File: src/rtl/wiring_sequencer.sv
// wiring_sequencer: front-end sequencer for a single Wiring instance.
// It accepts one trigger vector per request and optionally clears the lamps
// first. It fires the vector as a one-cycle pulse and waits for the Wiring
// to settle or for the cycle budget to run out. It then pulses logic_reset
// and returns the OR of the Wiring output, the settle count and a timeout
// flag over a valid/ready response handshake.
// All outputs are registered and decoded from the next state, so each
// output lines up with the current state and clears at once on reset.

module wiring_sequencer #(
    parameter int INPUT_WIDTH  = 3,
    parameter int OUTPUT_WIDTH = 1,
    parameter int CYCLE_WIDTH  = 16,
    parameter int MAX_CYCLES   = 1000
) (
    input  logic                    clk,
    input  logic                    reset,
    input  logic                    req_valid,
    output logic                    req_ready,
    input  logic [INPUT_WIDTH-1:0]  req_in,
    input  logic                    req_clear,
    output logic                    resp_valid,
    input  logic                    resp_ready,
    output logic [OUTPUT_WIDTH-1:0] resp_out,
    output logic [CYCLE_WIDTH-1:0]  resp_cycles,
    output logic                    resp_timeout,
    output logic                    w_reset,
    output logic                    w_logic_reset,
    output logic [INPUT_WIDTH-1:0]  w_in,
    input  logic                    w_running,
    input  logic [OUTPUT_WIDTH-1:0] w_out,
    output logic                    busy
);

    typedef enum logic [2:0] {
        ST_IDLE  = 3'd0,
        ST_CLEAR = 3'd1,
        ST_PULSE = 3'd2,
        ST_RUN   = 3'd3,
        ST_FLUSH = 3'd4,
        ST_RESP  = 3'd5
    } state_t;

    localparam logic [CYCLE_WIDTH-1:0]  CNT_ZERO = {CYCLE_WIDTH{1'b0}};
    localparam logic [CYCLE_WIDTH-1:0]  CNT_ONE  = {{(CYCLE_WIDTH-1){1'b0}}, 1'b1};
    localparam logic [CYCLE_WIDTH-1:0]  CNT_SAT  = {CYCLE_WIDTH{1'b1}};
    localparam logic [CYCLE_WIDTH-1:0]  CNT_MAX  = CYCLE_WIDTH'(MAX_CYCLES);
    localparam logic [INPUT_WIDTH-1:0]  VEC_ZERO = {INPUT_WIDTH{1'b0}};
    localparam logic [OUTPUT_WIDTH-1:0] ACC_ZERO = {OUTPUT_WIDTH{1'b0}};

    // control state and captured request data
    state_t                  state_r;
    state_t                  state_s;
    logic [INPUT_WIDTH-1:0]  vec_r;
    logic [INPUT_WIDTH-1:0]  vec_s;
    logic [OUTPUT_WIDTH-1:0] acc_r;
    logic [OUTPUT_WIDTH-1:0] acc_s;
    logic [CYCLE_WIDTH-1:0]  cnt_r;
    logic [CYCLE_WIDTH-1:0]  cnt_s;
    logic                    timeout_r;
    logic                    timeout_s;

    // registered outputs and their next-cycle values
    logic                    req_ready_r;
    logic                    req_ready_s;
    logic                    resp_valid_r;
    logic                    resp_valid_s;
    logic [OUTPUT_WIDTH-1:0] resp_out_r;
    logic [OUTPUT_WIDTH-1:0] resp_out_s;
    logic [CYCLE_WIDTH-1:0]  resp_cycles_r;
    logic [CYCLE_WIDTH-1:0]  resp_cycles_s;
    logic                    resp_timeout_r;
    logic                    resp_timeout_s;
    logic                    w_reset_r;
    logic                    w_reset_s;
    logic                    w_logic_reset_r;
    logic                    w_logic_reset_s;
    logic [INPUT_WIDTH-1:0]  w_in_r;
    logic [INPUT_WIDTH-1:0]  w_in_s;
    logic                    busy_r;
    logic                    busy_s;

    // next-state, capture, accumulate and settle-count logic
    always_comb begin
        state_s   = state_r;
        vec_s     = vec_r;
        acc_s     = acc_r;
        cnt_s     = cnt_r;
        timeout_s = timeout_r;
        case (state_r)
            ST_IDLE: begin
                // req_ready_r is low in the first cycle after reset, so the
                // accept is qualified by the registered ready.
                if (req_valid && req_ready_r) begin
                    vec_s     = req_in;
                    acc_s     = ACC_ZERO;
                    cnt_s     = CNT_ZERO;
                    timeout_s = 1'b0;
                    if (req_clear) begin
                        state_s = ST_CLEAR;
                    end else begin
                        state_s = ST_PULSE;
                    end
                end else begin
                    state_s = ST_IDLE;
                end
            end
            ST_CLEAR: begin
                state_s = ST_PULSE;
            end
            ST_PULSE: begin
                cnt_s   = CNT_ONE;
                acc_s   = acc_r | w_out;
                state_s = ST_RUN;
            end
            ST_RUN: begin
                acc_s = acc_r | w_out;
                if (!w_running) begin
                    // The settling cycle itself is not counted.
                    timeout_s = 1'b0;
                    state_s   = ST_FLUSH;
                end else if (cnt_r >= CNT_MAX) begin
                    timeout_s = 1'b1;
                    state_s   = ST_FLUSH;
                end else if (cnt_r != CNT_SAT) begin
                    cnt_s = cnt_r + CNT_ONE;
                end else begin
                    cnt_s = cnt_r;
                end
            end
            ST_FLUSH: begin
                state_s = ST_RESP;
            end
            ST_RESP: begin
                if (resp_ready) begin
                    state_s = ST_IDLE;
                end else begin
                    state_s = ST_RESP;
                end
            end
            default: begin
                state_s = ST_IDLE;
            end
        endcase
    end

    // decode the output values for the state being entered next
    always_comb begin
        req_ready_s     = (state_s == ST_IDLE);
        w_reset_s       = (state_s == ST_CLEAR);
        w_logic_reset_s = (state_s == ST_FLUSH);
        resp_valid_s    = (state_s == ST_RESP);
        busy_s          = (state_s != ST_IDLE);
        if (state_s == ST_PULSE) begin
            w_in_s = vec_s;
        end else begin
            w_in_s = VEC_ZERO;
        end
        if (state_s == ST_RESP) begin
            resp_out_s     = acc_s;
            resp_cycles_s  = cnt_s;
            resp_timeout_s = timeout_s;
        end else begin
            resp_out_s     = ACC_ZERO;
            resp_cycles_s  = CNT_ZERO;
            resp_timeout_s = 1'b0;
        end
    end

    // state and captured-data registers
    always_ff @(posedge clk or negedge reset) begin
        if (!reset) begin
            state_r   <= ST_IDLE;
            vec_r     <= VEC_ZERO;
            acc_r     <= ACC_ZERO;
            cnt_r     <= CNT_ZERO;
            timeout_r <= 1'b0;
        end else begin
            state_r   <= state_s;
            vec_r     <= vec_s;
            acc_r     <= acc_s;
            cnt_r     <= cnt_s;
            timeout_r <= timeout_s;
        end
    end

    // output registers
    always_ff @(posedge clk or negedge reset) begin
        if (!reset) begin
            req_ready_r     <= 1'b0;
            resp_valid_r    <= 1'b0;
            resp_out_r      <= ACC_ZERO;
            resp_cycles_r   <= CNT_ZERO;
            resp_timeout_r  <= 1'b0;
            w_reset_r       <= 1'b0;
            w_logic_reset_r <= 1'b0;
            w_in_r          <= VEC_ZERO;
            busy_r          <= 1'b0;
        end else begin
            req_ready_r     <= req_ready_s;
            resp_valid_r    <= resp_valid_s;
            resp_out_r      <= resp_out_s;
            resp_cycles_r   <= resp_cycles_s;
            resp_timeout_r  <= resp_timeout_s;
            w_reset_r       <= w_reset_s;
            w_logic_reset_r <= w_logic_reset_s;
            w_in_r          <= w_in_s;
            busy_r          <= busy_s;
        end
    end

    assign req_ready     = req_ready_r;
    assign resp_valid    = resp_valid_r;
    assign resp_out      = resp_out_r;
    assign resp_cycles   = resp_cycles_r;
    assign resp_timeout  = resp_timeout_r;
    assign w_reset       = w_reset_r;
    assign w_logic_reset = w_logic_reset_r;
    assign w_in          = w_in_r;
    assign busy          = busy_r;

endmodule

File: config.mk
export PLATFORM = sky130hd
export DESIGN_NAME = wiring_sequencer
export DESIGN_NICKNAME = d
export VERILOG_FILES = /design/src/rtl/wiring_sequencer.sv
export SDC_FILE = /design/constraint.sdc
export NUM_CORES = 1
export LEC_CHECK = 0
export CAP_MARGIN = 0
export CORE_ASPECT_RATIO = 1.5
export CORE_MARGIN = 5
export CORE_UTILIZATION = 52
export CTS_CLUSTER_SIZE = 24
export DETAILED_ROUTE_END_ITERATION = 8
export PLACE_DENSITY_LB_ADDON = 0.12
export SLEW_MARGIN = 5
export SYNTH_ARGS = -nofsm -noshare
export SYNTH_HDL_FRONTEND = slang
export SYNTH_SLANG_ARGS = --single-unit
File: constraint.sdc
create_clock -name clk -period 2.6 [get_ports clk]
set_clock_uncertainty 0.1 [all_clocks]
set_input_delay 0.52 -clock clk [delete_from_list [all_inputs] [get_ports clk]]
set_output_delay 0.52 -clock clk [all_outputs]
set_load 0.005 [all_outputs]
==> summary.txt <==
Global routing
  – Overall Global Routing Usage: 17.16%
  – Vias in the first global route: 1682
  – Antenna violations before repair: 0
  – Largest net degree at the start of global routing: 51
  – First-pass GRT wire length: 7576 µm
  – Total grt overflow: 0

Worst setup path
  – Crit path launch type: primary input
  – R2R Path Start: cnt_r[13]
  – R2R cell count: 4
  – Worst R2R End: cnt_r[7]
  – CP Capture Type: flip-flop
  – R2R setup slack: 0.60 ns
  – Critical-path maximum fanout: 4
  – Setup CP Type: in -> reg
  – Signal arrival time at the worst endpoint: 2.25 ns
  – Req. time, crit path: 2.67 ns

Route
  – Routed via count: 1586
  – Post-route DRC: 0
  – Post-DRT Antenna Nets: 0
  – Routed vias/inst: 5.705
  – Routed WL per cell: 15.91 µm
  – Drt first pass iters: 4
  – 1st-iter DRT viols: 69
  – Drt total wl: 4422 µm

Logic synthesis
  – Most common cell in the netlist: dfrtp_1
  – XOR/XNOR share of the synthesized area: 0%
  – Ys async rst share: 100.0%
  – Synth cell types: 46
  – Top cell type's share of synthesized area: 57.80%
  – Main combinational cell family by area after synthesis: simple AND/OR/NAND/NOR gates
  – Post-Syn Area: 2165 µm²
  – Post-synth EDFFs: 0
  – Ys flop type: dfrtp_1
  – Compound-cell area share of the yosys netlist: 10.92%
  – Post-Synth Simple-Gate Area: 24.16%
  – Synth area leader: dfrtp_1
  – Synth Area in Adders: 1.156%
  – Cells after Synth: 194
  – Mux cell area share after synthesis: 1.561%
  – Synth Net Count: 206
  – Yosys reg bits: 50
  – Largest cells by area after synthesis: dfrtp_1 58%, and3_1 3.5%, nor2_1 3.5%, nand2_1 2.4%, nor2b_1 2.3%
  – Sequential share of the synthesized area: 57.80%
  – Most instantiated cells after synthesis: 50 x dfrtp_1, 20 x nor2_1, 14 x nand2_1
  – Synth warn: 0
  – Avg Inst Size Synth: 11.16 µm²

Floorplan
  – Initial core utilization: 54.20%
  – # rows: 28
  – Die Ht: 89.02 µm
  – Area of the die: 5580 µm²
  – Die Width: 62.68 µm
  – Num ports: 36
  – Core Region: 3994 µm²

Power
  – Static Leak: 1.240 nW
  – Pwr Density: 842.4 nW/µm²
  – Peak VDD IR: 0.7047 mV

STA
  – Final Max Slew Viols: 0
  – Final Cycle Share: 83.95%
  – Slew margin rel.: 59.40%
  – Post-route setup slack: 0.4173 ns
  – Final Hold Vio Count: 0
  – Achievable frequency: 458.2 MHz
  – Unrepaired setup endpoints after global routing: no
  – Worst slew pin tran: 0.6090 ns
  – # setup viols final: 0
  – Final min period: 2.183 ns
  – Setup TNS: 0 ns

Clock network
  – Clock sink total: 50
  – Post-CTS Setup Repair Bufs: 0
  – CTS Root Cell: clkbuf_8
  – Clock tree buffer depth: 2
  – Worst-path clk slew: 0.08 ns
  – CTS tree: done
  – Post_cts resized: 0
  – Worst skew pair latency: 0.29 ns
  – CTS H-Tree Depth: 2
  – Hold-fix buffer count after cts: 0
  – CTS buffer count: 5

Layout
  – Share of layout cells above drive strength 1: 12.45%
  – Layout area overhead: 22.83%
  – Diodes inserted: 0
  – Fillers: 322
  – Final #Nets: 245

Flow run
  – Max-cap violations: 0

Min path
  – Hold Crit Class: in -> async

Placed design
  – RePlAce Congestion: 0.8510
  – PortBufs: 35
  – Place WS: 0.1153 ns
  – Hpwl dp: 3228 µm

Outcome
  – Status: completed
worst max path at each step:
| stage | startpoint | to |
|---|---|---|
| floorplan | cnt_r[13] | cnt_r[3] |
| global placement | w_running | cnt_r[3] |
| detailed placement | w_running | cnt_r[3] |
| CTS | w_running | cnt_r[3] |
| global route | w_running | cnt_r[3] |
| finish | w_running | cnt_r[3] |
power by group:
part	total, mW	switching, mW	internal (mW)
logic	0.682	0.375	0.307
registers	1.02	0.122	0.899
clock network	0.537	0.230	0.308
routing by layer:
layer	part of all wire (%)	track usage, %	vias up
li1	-	-	756
met1	40	19.74	776
met5	0	0	-
met3	5.6	4.403	4
met4	0.90	6.950	0
met2	53	30.57	50
sequential cells by signal, summed over array words and instances (netlist names):
name	cells
busy	1
timeout_r	1
w_reset	1
req_ready	1
resp_timeout	1
acc_r	1
resp_out	1
state_r	3
w_logic_reset	1
w_in	3
vec_r	3
resp_valid	1
cnt_r	16
resp_cycles	16
kinds of logic after synthesis:
logic type | after synthesis
flip-flops | 50
AO/OA/AOI/OAI | 35
AND/OR/NAND/NOR | 87
multiplexers | 3
adder cells (fa/ha/maj) | 2
buffers and inverters | 17
final cells by class:
cell class	count	area (µm²)	area share [%]
sequential	50	1251	47.06
multi-input combinational	127	818.3	30.78
timing repair buffer	41	390.4	14.68
clock buffer	6	82.58	3.106
tap	45	56.30	2.118
clock inverter	1	30.03	1.129
inverter	8	30.03	1.129
per-stage QoR:
stage	util, %	std cells	instance area (µm²)	power, mW	hold WS, ns
3_5_place_dp	63.75	271	2546	1.730	0.3739
5_1_grt	66.57	278	2659	2.402	0.2480
2_1_floorplan	-	194	2165	1.463	0.1244
4_1_cts	66.57	278	2659	2.269	0.2332
3_3_place_gp	63.75	271	2546	1.699	0.3649
6_report	66.57	278	2659	2.240	0.2156
critical path, stage by stage:
cell and delay [ns]:
clkdlybuf4s50_1 0.53, or3b_2 0.54, or2_4 0.28, o311ai_1 0.27, o211ai_1 0.12
placed cells by master, fill, tap and decap left out, types with 2 or more instances in the layout:
master	Yosys	routed
dfrtp_1	50	50
nor3_2	2	2
nor2b_1	8	8
nand2_1	14	14
o21ai_0	4	4
nor4_4	2	2
a211oi_1	2	2
buf_4	0	6
nor2_1	20	20
and3_1	12	12
clkbuf_8	0	6
ha_1	2	2
o211ai_1	3	3
clkdlybuf4s50_1	0	34
o311ai_1	3	3
a21oi_1	9	9
o21ai_1	2	2
inv_1	8	8
and4_1	3	3
nand3b_1	2	2
a31oi_1	3	3
a41oi_1	2	2
mux2_2	3	3
nand4_1	5	5
nand3_1	5	5
No activity file was read; power rests on OpenSTA's default activity.
